### src/rtl/texture_loader_pkg.sv
// texture_loader_pkg: shared constants for the texture load sequencer.
//   - SDRAM source addresses and word counts of the bird, pipe and base
//     textures. These are also used to size the sprite_render RAMs.
//   - FSM state encodings, kept as plain logic constants so that older
//     consumers can use them.
//   - phase_cfg(): maps an FSM state to the source and length of the
//     fetch phase that state runs.
// Build option: TEXTURE_PIPE_TRUNC_EN. When defined, the pipe phase
// fetches only the first PIPE_KEEP_WORDS words, i.e. the rows that
// sprite_render actually displays.
package texture_loader_pkg;

  localparam int unsigned ADDR_W          = 24;
  localparam int unsigned DATA_W          = 16;
  localparam int unsigned CNT_W           = 16;
  localparam int unsigned OUT_W           = 4;
  localparam int unsigned MAX_OUTSTANDING = 4;

  localparam int unsigned BIRD_ADDR_W = 13;
  localparam int unsigned PIPE_ADDR_W = 16;
  localparam int unsigned BASE_ADDR_W = 14;

  localparam logic [ADDR_W-1:0] BIRD_SRC_ADDR = 24'h000000;
  localparam logic [ADDR_W-1:0] PIPE_SRC_ADDR = 24'h001482;
  localparam logic [ADDR_W-1:0] BASE_SRC_ADDR = 24'h00B0C2;

  localparam logic [CNT_W-1:0] BIRD_WORDS      = 16'd5250;
  localparam logic [CNT_W-1:0] PIPE_WORDS      = 16'd40000;
  localparam logic [CNT_W-1:0] PIPE_KEEP_WORDS = 16'd4000;
  localparam logic [CNT_W-1:0] BASE_WORDS      = 16'd4800;

`ifdef TEXTURE_PIPE_TRUNC_EN
  localparam logic [CNT_W-1:0] PIPE_LOAD_WORDS = PIPE_KEEP_WORDS;
`else
  localparam logic [CNT_W-1:0] PIPE_LOAD_WORDS = PIPE_WORDS;
`endif

  localparam int unsigned STATE_W = 3;
  localparam logic [STATE_W-1:0] ST_IDLE = 3'd0;
  localparam logic [STATE_W-1:0] ST_BIRD = 3'd1;
  localparam logic [STATE_W-1:0] ST_PIPE = 3'd2;
  localparam logic [STATE_W-1:0] ST_BASE = 3'd3;
  localparam logic [STATE_W-1:0] ST_DONE = 3'd4;

  // Source and length of one fetch phase.
  typedef struct packed {
    logic [ADDR_W-1:0] src_addr;
    logic [CNT_W-1:0]  count;
  } phase_cfg_t;

  // Non-asset states map to an empty phase, which keeps the channel idle.
  function automatic phase_cfg_t phase_cfg(input logic [STATE_W-1:0] state);
    phase_cfg_t cfg;
    cfg.src_addr = '0;
    cfg.count    = '0;
    case (state)
      ST_BIRD: begin
        cfg.src_addr = BIRD_SRC_ADDR;
        cfg.count    = BIRD_WORDS;
      end
      ST_PIPE: begin
        cfg.src_addr = PIPE_SRC_ADDR;
        cfg.count    = PIPE_LOAD_WORDS;
      end
      ST_BASE: begin
        cfg.src_addr = BASE_SRC_ADDR;
        cfg.count    = BASE_WORDS;
      end
      default: ;
    endcase
    return cfg;
  endfunction

endpackage

### src/rtl/texture_loader_fetch_channel.sv
// tex_fetch_channel: request/response bookkeeping for one fetch phase.
//   It issues up to i_count word reads starting at i_src_addr, with at
//   most MAX_OUTSTANDING reads accepted but not yet returned. It also
//   counts the returned words.
// Ports:
//   i_clk, i_rst_n       clock, asynchronous active-low reset
//   i_clear              latch i_src_addr / i_count and zero all counters
//   i_src_addr, i_count  configuration of the next phase (used on i_clear)
//   i_rd_gnt             request accepted this cycle
//   i_rd_valid           one read word returned
//   o_rd_req, o_rd_addr  registered read request and word address
//   o_rsp_fire_c         i_rd_valid accepted this cycle (stray returns dropped)
//   o_rsp_idx            index of the word being returned (pre-increment)
//   o_phase_done_c       every word returned and nothing in flight
module tex_fetch_channel
  import texture_loader_pkg::*;
(
  input  logic              i_clk,
  input  logic              i_rst_n,
  input  logic              i_clear,
  input  logic [ADDR_W-1:0] i_src_addr,
  input  logic [CNT_W-1:0]  i_count,
  input  logic              i_rd_gnt,
  input  logic              i_rd_valid,
  output logic              o_rd_req,
  output logic [ADDR_W-1:0] o_rd_addr,
  output logic              o_rsp_fire_c,
  output logic [CNT_W-1:0]  o_rsp_idx,
  output logic              o_phase_done_c
);

  logic [ADDR_W-1:0] r_src;
  logic [CNT_W-1:0]  r_count;
  logic [CNT_W-1:0]  r_req_cnt;
  logic [CNT_W-1:0]  r_rsp_cnt;
  logic [OUT_W-1:0]  r_outstanding;
  logic              r_rd_req;
  logic [ADDR_W-1:0] r_rd_addr;

  logic              w_grant;
  logic              w_rsp_fire;
  logic [ADDR_W-1:0] w_src_nxt;
  logic [CNT_W-1:0]  w_count_nxt;
  logic [CNT_W-1:0]  w_req_cnt_nxt;
  logic [CNT_W-1:0]  w_rsp_cnt_nxt;
  logic [OUT_W-1:0]  w_out_nxt;
  logic              w_rd_req_nxt;
  logic [ADDR_W-1:0] w_rd_addr_nxt;

  assign w_grant    = r_rd_req & i_rd_gnt;
  // A return with nothing in flight is a protocol violation (for example
  // a late return after reset), so it is ignored.
  assign w_rsp_fire = i_rd_valid & (r_outstanding != '0);

  // Next-state counters. Clear only happens when this phase is idle: no
  // request is pending and nothing is in flight.
  always_comb begin
    w_src_nxt     = r_src;
    w_count_nxt   = r_count;
    w_req_cnt_nxt = r_req_cnt;
    w_rsp_cnt_nxt = r_rsp_cnt;
    w_out_nxt     = r_outstanding;
    if (i_clear) begin
      w_src_nxt     = i_src_addr;
      w_count_nxt   = i_count;
      w_req_cnt_nxt = '0;
      w_rsp_cnt_nxt = '0;
      w_out_nxt     = '0;
    end else begin
      w_req_cnt_nxt = r_req_cnt + CNT_W'(w_grant);
      w_rsp_cnt_nxt = r_rsp_cnt + CNT_W'(w_rsp_fire);
      w_out_nxt     = r_outstanding + OUT_W'(w_grant) - OUT_W'(w_rsp_fire);
    end
  end

  // The request is computed one cycle ahead so that o_rd_req is a flop.
  // Without a grant, req_cnt holds and outstanding cannot rise, so a raised
  // request stays up.
  always_comb begin
    w_rd_req_nxt  = (w_req_cnt_nxt < w_count_nxt) &&
                    (w_out_nxt < OUT_W'(MAX_OUTSTANDING));
    w_rd_addr_nxt = w_src_nxt + ADDR_W'(w_req_cnt_nxt);
  end

  // Channel state registers.
  always_ff @(posedge i_clk or negedge i_rst_n) begin
    if (!i_rst_n) begin
      r_src         <= '0;
      r_count       <= '0;
      r_req_cnt     <= '0;
      r_rsp_cnt     <= '0;
      r_outstanding <= '0;
      r_rd_req      <= 1'b0;
      r_rd_addr     <= '0;
    end else begin
      r_src         <= w_src_nxt;
      r_count       <= w_count_nxt;
      r_req_cnt     <= w_req_cnt_nxt;
      r_rsp_cnt     <= w_rsp_cnt_nxt;
      r_outstanding <= w_out_nxt;
      r_rd_req      <= w_rd_req_nxt;
      r_rd_addr     <= w_rd_addr_nxt;
    end
  end

  assign o_rd_req       = r_rd_req;
  assign o_rd_addr      = r_rd_addr;
  assign o_rsp_fire_c   = w_rsp_fire;
  assign o_rsp_idx      = r_rsp_cnt;
  assign o_phase_done_c = (r_rsp_cnt == r_count) && (r_outstanding == '0);

endmodule

### src/rtl/texture_loader.sv
// texture_loader: streams the bird, pipe and base textures from SDRAM
// into the sprite_render texture RAMs after a start pulse.
// Ports:
//   bird_load_clk, rst_n    50 MHz clock (also the RAM write clock),
//                           asynchronous active-low reset
//   i_start                 one-cycle pulse that starts a full load
//                           (ignored while a load is running)
//   o_rd_req, o_rd_addr     SDRAM word read request; the request is held
//                           until granted
//   i_rd_gnt                request accepted this cycle
//   i_rd_valid, i_rd_data   in-order returned words
//   o_<asset>_load_en       one-cycle write strobe for the bird, pipe or
//                           base RAM
//   o_<asset>_load_addr     RAM write address, held between strobes
//   o_bird_load_data        load data bus shared by all three RAMs
//   o_busy, o_done          load in progress / sticky load complete
// Build option: TEXTURE_PIPE_TRUNC_EN limits the pipe phase to its first
// PIPE_KEEP_WORDS words. This is resolved in texture_loader_pkg.
module texture_loader
  import texture_loader_pkg::*;
(
  input  logic                   bird_load_clk,
  input  logic                   rst_n,
  input  logic                   i_start,
  output logic                   o_rd_req,
  output logic [ADDR_W-1:0]      o_rd_addr,
  input  logic                   i_rd_gnt,
  input  logic                   i_rd_valid,
  input  logic [DATA_W-1:0]      i_rd_data,
  output logic                   o_bird_load_en,
  output logic [BIRD_ADDR_W-1:0] o_bird_load_addr,
  output logic                   o_pipe_load_en,
  output logic [PIPE_ADDR_W-1:0] o_pipe_load_addr,
  output logic                   o_base_load_en,
  output logic [BASE_ADDR_W-1:0] o_base_load_addr,
  output logic [DATA_W-1:0]      o_bird_load_data,
  output logic                   o_busy,
  output logic                   o_done
);

  logic [STATE_W-1:0]     r_state;
  logic [STATE_W-1:0]     w_state_nxt;
  logic                   r_busy;
  logic                   w_busy_nxt;
  logic                   r_done;
  logic                   w_done_nxt;
  logic                   w_clear;
  phase_cfg_t             w_cfg;

  logic                   w_rsp_fire;
  logic [CNT_W-1:0]       w_rsp_idx;
  logic                   w_phase_done;

  logic                   r_bird_en;
  logic                   r_pipe_en;
  logic                   r_base_en;
  logic [BIRD_ADDR_W-1:0] r_bird_addr;
  logic [PIPE_ADDR_W-1:0] r_pipe_addr;
  logic [BASE_ADDR_W-1:0] r_base_addr;
  logic [DATA_W-1:0]      r_load_data;

  // Counters are reloaded with the configuration of the state being entered.
  assign w_cfg = phase_cfg(w_state_nxt);

  tex_fetch_channel u_fetch (
    .i_clk          (bird_load_clk),
    .i_rst_n        (rst_n),
    .i_clear        (w_clear),
    .i_src_addr     (w_cfg.src_addr),
    .i_count        (w_cfg.count),
    .i_rd_gnt       (i_rd_gnt),
    .i_rd_valid     (i_rd_valid),
    .o_rd_req       (o_rd_req),
    .o_rd_addr      (o_rd_addr),
    .o_rsp_fire_c   (w_rsp_fire),
    .o_rsp_idx      (w_rsp_idx),
    .o_phase_done_c (w_phase_done)
  );

  // FSM state register.
  always_ff @(posedge bird_load_clk or negedge rst_n) begin
    if (!rst_n) begin
      r_state <= ST_IDLE;
      r_busy  <= 1'b0;
      r_done  <= 1'b0;
    end else begin
      r_state <= w_state_nxt;
      r_busy  <= w_busy_nxt;
      r_done  <= w_done_nxt;
    end
  end

  // Next-state logic. An asset phase ends when all its words are back.
  always_comb begin
    w_state_nxt = r_state;
    w_busy_nxt  = r_busy;
    w_done_nxt  = r_done;
    w_clear     = 1'b0;
    case (r_state)
      ST_IDLE: begin
        if (i_start) begin
          w_state_nxt = ST_BIRD;
          w_busy_nxt  = 1'b1;
          w_done_nxt  = 1'b0;
          w_clear     = 1'b1;
        end
      end
      ST_BIRD: begin
        if (w_phase_done) begin
          w_state_nxt = ST_PIPE;
          w_clear     = 1'b1;
        end
      end
      ST_PIPE: begin
        if (w_phase_done) begin
          w_state_nxt = ST_BASE;
          w_clear     = 1'b1;
        end
      end
      ST_BASE: begin
        if (w_phase_done) begin
          w_state_nxt = ST_DONE;
          w_busy_nxt  = 1'b0;
          w_done_nxt  = 1'b1;
          w_clear     = 1'b1;
        end
      end
      ST_DONE: begin
        w_state_nxt = ST_IDLE;
      end
      default: begin
        w_state_nxt = ST_IDLE;
        w_busy_nxt  = 1'b0;
      end
    endcase
  end

  // Steer each accepted word to the RAM of the current phase, one cycle
  // later. Address and data hold between strobes.
  always_ff @(posedge bird_load_clk or negedge rst_n) begin
    if (!rst_n) begin
      r_bird_en   <= 1'b0;
      r_pipe_en   <= 1'b0;
      r_base_en   <= 1'b0;
      r_bird_addr <= '0;
      r_pipe_addr <= '0;
      r_base_addr <= '0;
      r_load_data <= '0;
    end else begin
      r_bird_en <= w_rsp_fire && (r_state == ST_BIRD);
      r_pipe_en <= w_rsp_fire && (r_state == ST_PIPE);
      r_base_en <= w_rsp_fire && (r_state == ST_BASE);
      if (w_rsp_fire) begin
        r_load_data <= i_rd_data;
      end
      if (w_rsp_fire && (r_state == ST_BIRD)) begin
        r_bird_addr <= BIRD_ADDR_W'(w_rsp_idx);
      end
      if (w_rsp_fire && (r_state == ST_PIPE)) begin
        r_pipe_addr <= PIPE_ADDR_W'(w_rsp_idx);
      end
      if (w_rsp_fire && (r_state == ST_BASE)) begin
        r_base_addr <= BASE_ADDR_W'(w_rsp_idx);
      end
    end
  end

  assign o_bird_load_en   = r_bird_en;
  assign o_pipe_load_en   = r_pipe_en;
  assign o_base_load_en   = r_base_en;
  assign o_bird_load_addr = r_bird_addr;
  assign o_pipe_load_addr = r_pipe_addr;
  assign o_base_load_addr = r_base_addr;
  assign o_bird_load_data = r_load_data;
  assign o_busy           = r_busy;
  assign o_done           = r_done;

endmodule

### config.mk
export PLATFORM = sky130hd
export DESIGN_NAME = texture_loader
export DESIGN_NICKNAME = d
export VERILOG_FILES = /design/src/rtl/texture_loader_pkg.sv /design/src/rtl/texture_loader_fetch_channel.sv /design/src/rtl/texture_loader.sv
export SDC_FILE = /design/constraint.sdc
export NUM_CORES = 1
export LEC_CHECK = 0
export CAP_MARGIN = 40
export CORE_MARGIN = 4
export CORE_UTILIZATION = 55
export DETAILED_ROUTE_END_ITERATION = 8
export PLACE_DENSITY = 0.81
export SYNTH_ARGS = -nofsm -noshare
export SYNTH_HDL_FRONTEND = slang
export SYNTH_SLANG_ARGS = --single-unit
export TNS_END_PERCENT = 50
### constraint.sdc
create_clock -name bird_load_clk -period 4.5 [get_ports bird_load_clk]
set_input_delay 0.9 -clock bird_load_clk [delete_from_list [all_inputs] [get_ports bird_load_clk]]
set_output_delay 0.9 -clock bird_load_clk [all_outputs]
set_load 0.02 [all_outputs]
; Yosys cells after proc, flatten, opt, wreduce, memory -nomap -nowiden
; Cells that the tools add are included.
[op_classes]
n_addsub = 5
order_cmp = 2
eq_ne = 10
mux = 20
bitwise = 3
reduce_logical = 13
[ops]
columns = operator, n
row1 = 32-bit one-hot mux with 3 select lines, 1
row2 = 16-bit two-way mux, 3
row3 = 16-bit by 1-bit adder with 16-bit output, 2
row4 = 24-bit by 16-bit adder with 24-bit output, 1
row5 = 24-bit two-way mux, 1
row6 = 16-bit equality test, 1
row7 = 16-bit < comparator, 1
row8 = 3-bit by 2-bit equality test with 1-bit output (second input constant), 4
row9 = 3-bit two-way mux, 4
row10 = 3-bit one-hot mux with 4 select lines, 1
row11 = 3-bit by 1-bit equality test with 1-bit output (second input constant), 2
row12 = 1-bit two-way mux, 6
row13 = 3-bit AND reduction, 2
row14 = 3-bit OR reduction, 2
row15 = 1-bit logical AND, 5
row16 = 4-bit by 1-bit adder with 4-bit output, 1
row17 = 4-bit logical NOT, 1
row18 = 4-bit by 3-bit < comparator with 1-bit output (second input constant), 1
row19 = 4-bit two-way mux, 1
row20 = 1-bit one-hot mux with 2 select lines, 2
row21 = 4-bit nonzero test, 1
row22 = 4-bit by 1-bit subtractor with 4-bit output, 1
row23 = 3-bit equality test (second input constant), 1
row24 = 3-bit logical NOT, 1
row25 = other kinds (6), 7
[word_totals]
reg_bits = 168
inputBits = 21
wordCells = 70

; Depth between registers and ports, before layout
[logic_depth]
ltp_word = 9
ltp_mapped = 18

; Hierarchy
; A second synthesis with hierarchy kept.
[unflattened]
hier_cells = 683
hier_area_um2 = 8081.5
[by_module_without_submodules]
columns = mod, instances, cells_per_inst, area_each_um2, seq_area_each_um2
row1 = tex_fetch_channel, 1, 507, 5413.9, 2527.4
row2 = texture_loader, 1, 176, 2667.6, 1676.6

; Worst setup path before layout
; No wires, ideal clock.
[synth_path]
kind = register to register
start = reg u_fetch.r_outstanding[2]
end = reg u_fetch.r_rd_addr[20], in the netlist u_fetch.o_rd_addr[20]
arrival_time_ps = 3968
path_slack_ps = 410
path_stages_with_launch = 19
synth_period_minus_slack_ps = 4090
path_cell_list = dfrtp_1 -> inv_1 -> ha_1 -> nor3b_2 -> nand4_1 -> nor4b_4 -> nand2_2 -> o22a_4 -> clkbuf_1 -> and2_1 -> ha_1 -> fa_1 -> a21oi_1 -> o2111a_1 -> a211oi_1 -> a2111oi_2 -> and3b_1 -> xnor2_1 -> nor2_1
[synth_via]
word_cells_on_any_way = 15
[synth_rtl]
columns = item, line
row1 = from (decl), texture_loader_fetch_channel.sv:36  ; logic [OUT_W-1:0] r_outstanding;
row2 = from (signal assigned), texture_loader_fetch_channel.sv:100  ; r_outstanding <= w_out_nxt;
row3 = 4-bit logical NOT, texture_loader_fetch_channel.sv:110  ; assign o_phase_done_c = (r_rsp_cnt == r_count) && (r_outstanding == '0);
row4 = 1-bit logical AND, texture_loader_fetch_channel.sv:110
row5 = 1-bit two-way mux, "texture_loader.sv:109, texture_loader.sv:115, texture_loader.sv:121"
row6 = 1-bit one-hot mux with 2 select lines, texture_loader.sv:99  ; case (r_state)
row7 = 16-bit two-way mux, texture_loader_fetch_channel.sv:63  ; if (i_clear) begin
row8 = net u_fetch.w_req_cnt_nxt[0], texture_loader_fetch_channel.sv:44  ; logic [CNT_W-1:0] w_req_cnt_nxt;
row9 = 24-bit by 16-bit adder with 24-bit output, texture_loader_fetch_channel.sv:82  ; w_rd_addr_nxt = w_src_nxt + ADDR_W'(w_req_cnt_nxt);
row10 = net u_fetch.w_rd_addr_nxt[20], texture_loader_fetch_channel.sv:48  ; logic [ADDR_W-1:0] w_rd_addr_nxt;
row11 = to (signal assigned), texture_loader_fetch_channel.sv:102  ; r_rd_addr <= w_rd_addr_nxt;
row12 = to (decl), texture_loader_fetch_channel.sv:38  ; logic [ADDR_W-1:0] r_rd_addr;
; The timed path passes the listed nets, and every way through them passes these cells.
; A chain may end at the register's enable or synchronous reset.

; Worst setup path in the final report
[layout_path]
start = reg u_fetch.r_outstanding[2]
end = reg u_fetch.r_rd_addr[13], in the netlist u_fetch.o_rd_addr[13]
; Same word-level chain as after synthesis.

==> metrics.txt <==
# TYPE chip_impl_metric gauge
chip_impl_info{name="hold_path_class",value="input port to async pin"} 1
chip_impl_metric{name="vdd_ir_drop_max",unit="mV"} 0.255
chip_impl_metric{name="netlist_instances",unit=""} 811
chip_impl_metric{name="detailedRoute.firstPassIterationCount",unit=""} 5
chip_impl_metric{name="setup_viol_count_final",unit=""} 0
chip_impl_metric{name="synthesis.yosys.warnings",unit=""} 0
chip_impl_metric{name="cts_htree_levels",unit=""} 4
chip_impl_metric{name="floorplan.die.width",unit="µm"} 128
chip_impl_metric{name="timing.final.ws_setup",unit="ns"} 0.356
chip_impl_metric{name="post_synth_edffs",unit=""} 0
chip_impl_metric{name="routed_via_density",unit=""} 5.33
chip_impl_info{name="library_cell_with_the_largest_summed_area_after_synthesis",value="sky130_fd_sc_hd__dfrtp_1"} 1
chip_impl_info{name="criticalPathCategory",value="flip-flop to flip-flop"} 1
chip_impl_info{name="outcome",value="completed"} 1
chip_impl_metric{name="route.layer.met1.wl",unit="µm"} 8000
chip_impl_metric{name="global_route_wire_length_before_repair",unit="µm"} 30700
chip_impl_info{name="synth_top_family_by_area",value="simple AND/OR/NAND/NOR gates"} 1
chip_impl_metric{name="wl_met2",unit="µm"} 8810
chip_impl_metric{name="detailroute.via_count",unit=""} 6119
chip_impl_metric{name="place_inst",unit=""} 1114
chip_impl_metric{name="syn-mean-instance-area",unit="µm²"} 9.71
chip_impl_metric{name="wl_met3",unit="µm"} 878
chip_impl_metric{name="post-route-drc-count",unit=""} 0
chip_impl_info{name="tritoncts",value="done"} 1
chip_impl_metric{name="worst_ep_arrival_time",unit="ns"} 4.49
chip_impl_info{name="timing.critical_path.to_type",value="flip-flop"} 1
chip_impl_metric{name="die_height",unit="µm"} 128
chip_impl_metric{name="worst-path-max-fanout",unit=""} 13
chip_impl_metric{name="synth_simple_gate_area_share",unit="%"} 21.5
chip_impl_metric{name="synth_compound_area_share",unit="%"} 7.36
chip_impl_metric{name="report.final.slew_viol_count",unit=""} 0
chip_impl_metric{name="insertedDiodeCount",unit=""} 0
chip_impl_metric{name="synth.cell_area",unit="mm²"} 0.00787
chip_impl_info{name="startpoint_of_the_most_critical_register_to_register_path",value="u_fetch.r_outstanding[2]$_DFF_PN0_"} 1
chip_impl_metric{name="average_wire_length_per_cell_after_detail_routing",unit="µm"} 15.9
chip_impl_metric{name="count_of_buffers_from_port_buffering",unit=""} 109
chip_impl_metric{name="cellLeakagePower",unit="nW"} 5.02
chip_impl_metric{name="syn_to_final_growth",unit="%"} 27.5
chip_impl_metric{name="drv_cap",unit=""} 0
chip_impl_metric{name="grt.total_usage",unit="%"} 23.8
chip_impl_metric{name="maximum_buffer_depth_of_the_clock_tree",unit=""} 2
chip_impl_info{name="crit_start",value="u_fetch.r_outstanding[2]$_DFF_PN0_"} 1
chip_impl_info{name="layout_commonest_cell",value="sky130_fd_sc_hd__nand2_1"} 1
chip_impl_metric{name="synth_mux_area_share",unit="%"} 0
chip_impl_metric{name="portion_of_synthesized_cell_area_occupied_by_the_leading_cell_type",unit="%"} 53.4
chip_impl_metric{name="placement_rows",unit=""} 43
chip_impl_metric{name="fmax",unit="MHz"} 241
chip_impl_metric{name="cts_sinks",unit=""} 168
chip_impl_metric{name="synth_adder_area_share",unit="%"} 6.87
chip_impl_metric{name="placement.setup.worst_slack",unit="ns"} -0.115
chip_impl_info{name="dominantRegCellSynth",value="sky130_fd_sc_hd__dfrtp_1"} 1
chip_impl_metric{name="clk_pin_slew",unit="ns"} 0.06
chip_impl_metric{name="cts-buffers-inserted",unit=""} 17
chip_impl_metric{name="synth-seq-area-share",unit="%"} 53.4
chip_impl_metric{name="synth.lib_cells_used.distinct",unit=""} 49
chip_impl_metric{name="drt_wl_total",unit="µm"} 18200
chip_impl_info{name="cts_root_buf",value="sky130_fd_sc_hd__clkbuf_16"} 1
chip_impl_info{name="top_layer_used",value="met4"} 1
chip_impl_metric{name="initial_antenna_violation_count",unit=""} 0
chip_impl_metric{name="overflow",unit=""} 0
chip_impl_metric{name="syn_nets",unit=""} 874
chip_impl_metric{name="final-hold-violation-count",unit=""} 0
chip_impl_metric{name="yosys.area_share.xor_xnor",unit="%"} 7.55
chip_impl_metric{name="initial_core_util",unit="%"} 56.5
chip_impl_info{name="yosys-top-cells-area",value="sky130_fd_sc_hd__dfrtp_1 53%, sky130_fd_sc_hd__nand2_1 9.2%, sky130_fd_sc_hd__ha_1 6.4%"} 1
chip_impl_metric{name="post_route_cells_drive_above_1_share",unit="%"} 10.0
chip_impl_metric{name="pwr_density_cell",unit="mW/mm²"} 489
chip_impl_metric{name="fin_cells",unit=""} 1147
chip_impl_info{name="timing.critical_path.from_type",value="flip-flop"} 1
chip_impl_metric{name="max_slew_margin",unit="%"} 54.1
chip_impl_metric{name="number_of_global_route_vias_before_repair",unit=""} 6362
chip_impl_metric{name="min_period",unit="ns"} 4.14
chip_impl_metric{name="pin_count",unit=""} 110
chip_impl_metric{name="required",unit="ns"} 4.85
chip_impl_info{name="rsz0062_at_grt",value="false"} 1
chip_impl_metric{name="core_area",unit="mm²"} 0.0139
chip_impl_metric{name="fin_worst_skew",unit="ns"} 0.00906
chip_impl_metric{name="clock_latency",unit="ns"} 0.44
chip_impl_metric{name="routability_congestion_estimate",unit=""} 0.926
chip_impl_info{name="layout.cells.most_common_list",value="193 x sky130_fd_sc_hd__nand2_1, 168 x sky130_fd_sc_hd__dfrtp_1, 108 x sky130_fd_sc_hd__clkdlybuf4s50_1"} 1
chip_impl_metric{name="dp.final_hpwl",unit="µm"} 13000
chip_impl_metric{name="finalCritPeriodShare",unit="%"} 92.1
chip_impl_metric{name="grt_start_max_net_pins",unit=""} 63
chip_impl_metric{name="nets",unit=""} 1017
chip_impl_metric{name="cts_hold_buffers",unit=""} 0
chip_impl_metric{name="ys_ff_latch",unit=""} 168
chip_impl_metric{name="detailedRoute.firstIterationViolations",unit=""} 407
chip_impl_metric{name="drtAntennaViolNets",unit=""} 0
chip_impl_metric{name="synth_async_sr_flop_share",unit="%"} 100
chip_impl_metric{name="die_area",unit="mm²"} 0.0163
chip_impl_metric{name="max_slew.worst_pin.slew",unit="ns"} 0.688
[metrics by stage]
stage	utilization [%]	area [µm²]	total power [mW]	setup TNS, ns	hold WS [ns]
floorplan	-	7870	2.85	0	0.454
global placement	67.3	9380	3.41	-0.0900	0.458
detailed placement	67.5	9410	3.45	-0.592	0.461
CTS	71.9	10000	4.93	0	0.400
global route	72.0	10000	5.19	0	0.413
finish	72.0	10000	4.91	0	0.386
[timing repair]
| action | 4_1_cts | 5_1_grt |
|---|---|---|
| resized for setup | 0 | 5 |
| setup endpoints to repair | 0 | 10 |
| setup buffers | 0 | 1 |
[state kept, by name (all words and copies together), names as in the netlist]
register               cells
o_base_load_addr          14
o_base_load_en             1
o_bird_load_addr          13
o_bird_load_data          16
o_bird_load_en             1
o_busy                     1
o_done                     1
o_pipe_load_addr          16
o_pipe_load_en             1
r_state                    3
u_fetch.o_rd_addr         24
u_fetch.o_rd_req           1
u_fetch.o_rsp_idx         16
u_fetch.r_count           16
u_fetch.r_outstanding      4
u_fetch.r_req_cnt         16
u_fetch.r_src             24
[critical path, cell delays in order (launching register included)]
cell and delay [ns]:
sky130_fd_sc_hd__dfrtp_1 0.36, sky130_fd_sc_hd__inv_1 0.07, sky130_fd_sc_hd__ha_1 0.14, sky130_fd_sc_hd__nor3b_2 0.23, sky130_fd_sc_hd__nand4_1 0.18, sky130_fd_sc_hd__nor4b_4 0.34
sky130_fd_sc_hd__nand2_2 0.18, sky130_fd_sc_hd__o22a_4 0.29, sky130_fd_sc_hd__and2_1 0.26, sky130_fd_sc_hd__ha_1 0.34, sky130_fd_sc_hd__a211oi_1 0.35, sky130_fd_sc_hd__o21ai_0 0.24
sky130_fd_sc_hd__a41oi_2 0.30, sky130_fd_sc_hd__o211ai_1 0.17, sky130_fd_sc_hd__a31o_2 0.28, sky130_fd_sc_hd__a21oi_1 0.17, sky130_fd_sc_hd__xnor2_1 0.14
[cell usage after synthesis (all sizes together) (3+ instances only)]
library cell,instances
nand2,194
dfrtp,168
nor2,80
xnor2,47
ha,40
inv,34
a21oi,29
and2,28
nand3,25
o21ai,25
xor2,20
clkbuf,18
nand4,14
buf,10
nor3,9
and3,8
a21o,7
or2,7
o21a,5
a211oi,4
a21boi,4
nor2b,4
nand2b,3
o21bai,3
[layer usage]
metal  vias up  global-route usage, %
li1       2949                      -
met1      2950                   30.8
met2       179                   39.1
met3        41                   5.02
met4         0                   10.1
met5         -                      0
[layout make-up]
type / instances / area [µm²]
sequential: 168 / 4200
fill: 1023 / 3900
multi-input combinational: 580 / 3420
timing repair buffer: 152 / 1450
clock buffer: 22 / 484
tap: 180 / 225
inverter: 35 / 131
clock inverter: 10 / 119
[kinds of logic (layout without fill, tap and decap cells)]
logic type / Yosys count / after routing
buffers and inverters: 63 / 219
and+or+nand+nor: 380 / 380
adders and majority gates: 42 / 42
DFF: 168 / 168
xor gates and xnor gates: 67 / 67
AOI/OAI and AO/OA: 91 / 91
[report_power, final]
group          total [mW]  switching [mW]  internal [mW]  leakage [nW]
clock network        1.48           0.603          0.876         0.288
logic                1.51           0.833          0.680          2.49
registers            1.92           0.162           1.76          2.24
[path summary, 6_finish.rpt]
check	to	slack (ns)	cells past startpoint
worst max-delay path	u_fetch.o_rd_addr[13]$_DFF_PN0_	0.36	16
worst min-delay path	o_bird_load_data[13]$_DFFE_PN0P_	0.39	1
worst max register to register	u_fetch.o_rd_addr[13]$_DFF_PN0_	0.36	16
worst min register to register	o_bird_load_data[7]$_DFFE_PN0P_	0.47	2
max in group asynchronous	u_fetch.o_rd_addr[12]$_DFF_PN0_	3.10	3
min in group bird_load_clk	o_bird_load_data[7]$_DFFE_PN0P_	0.47	2
No activity file was read; power rests on OpenSTA's default activity.
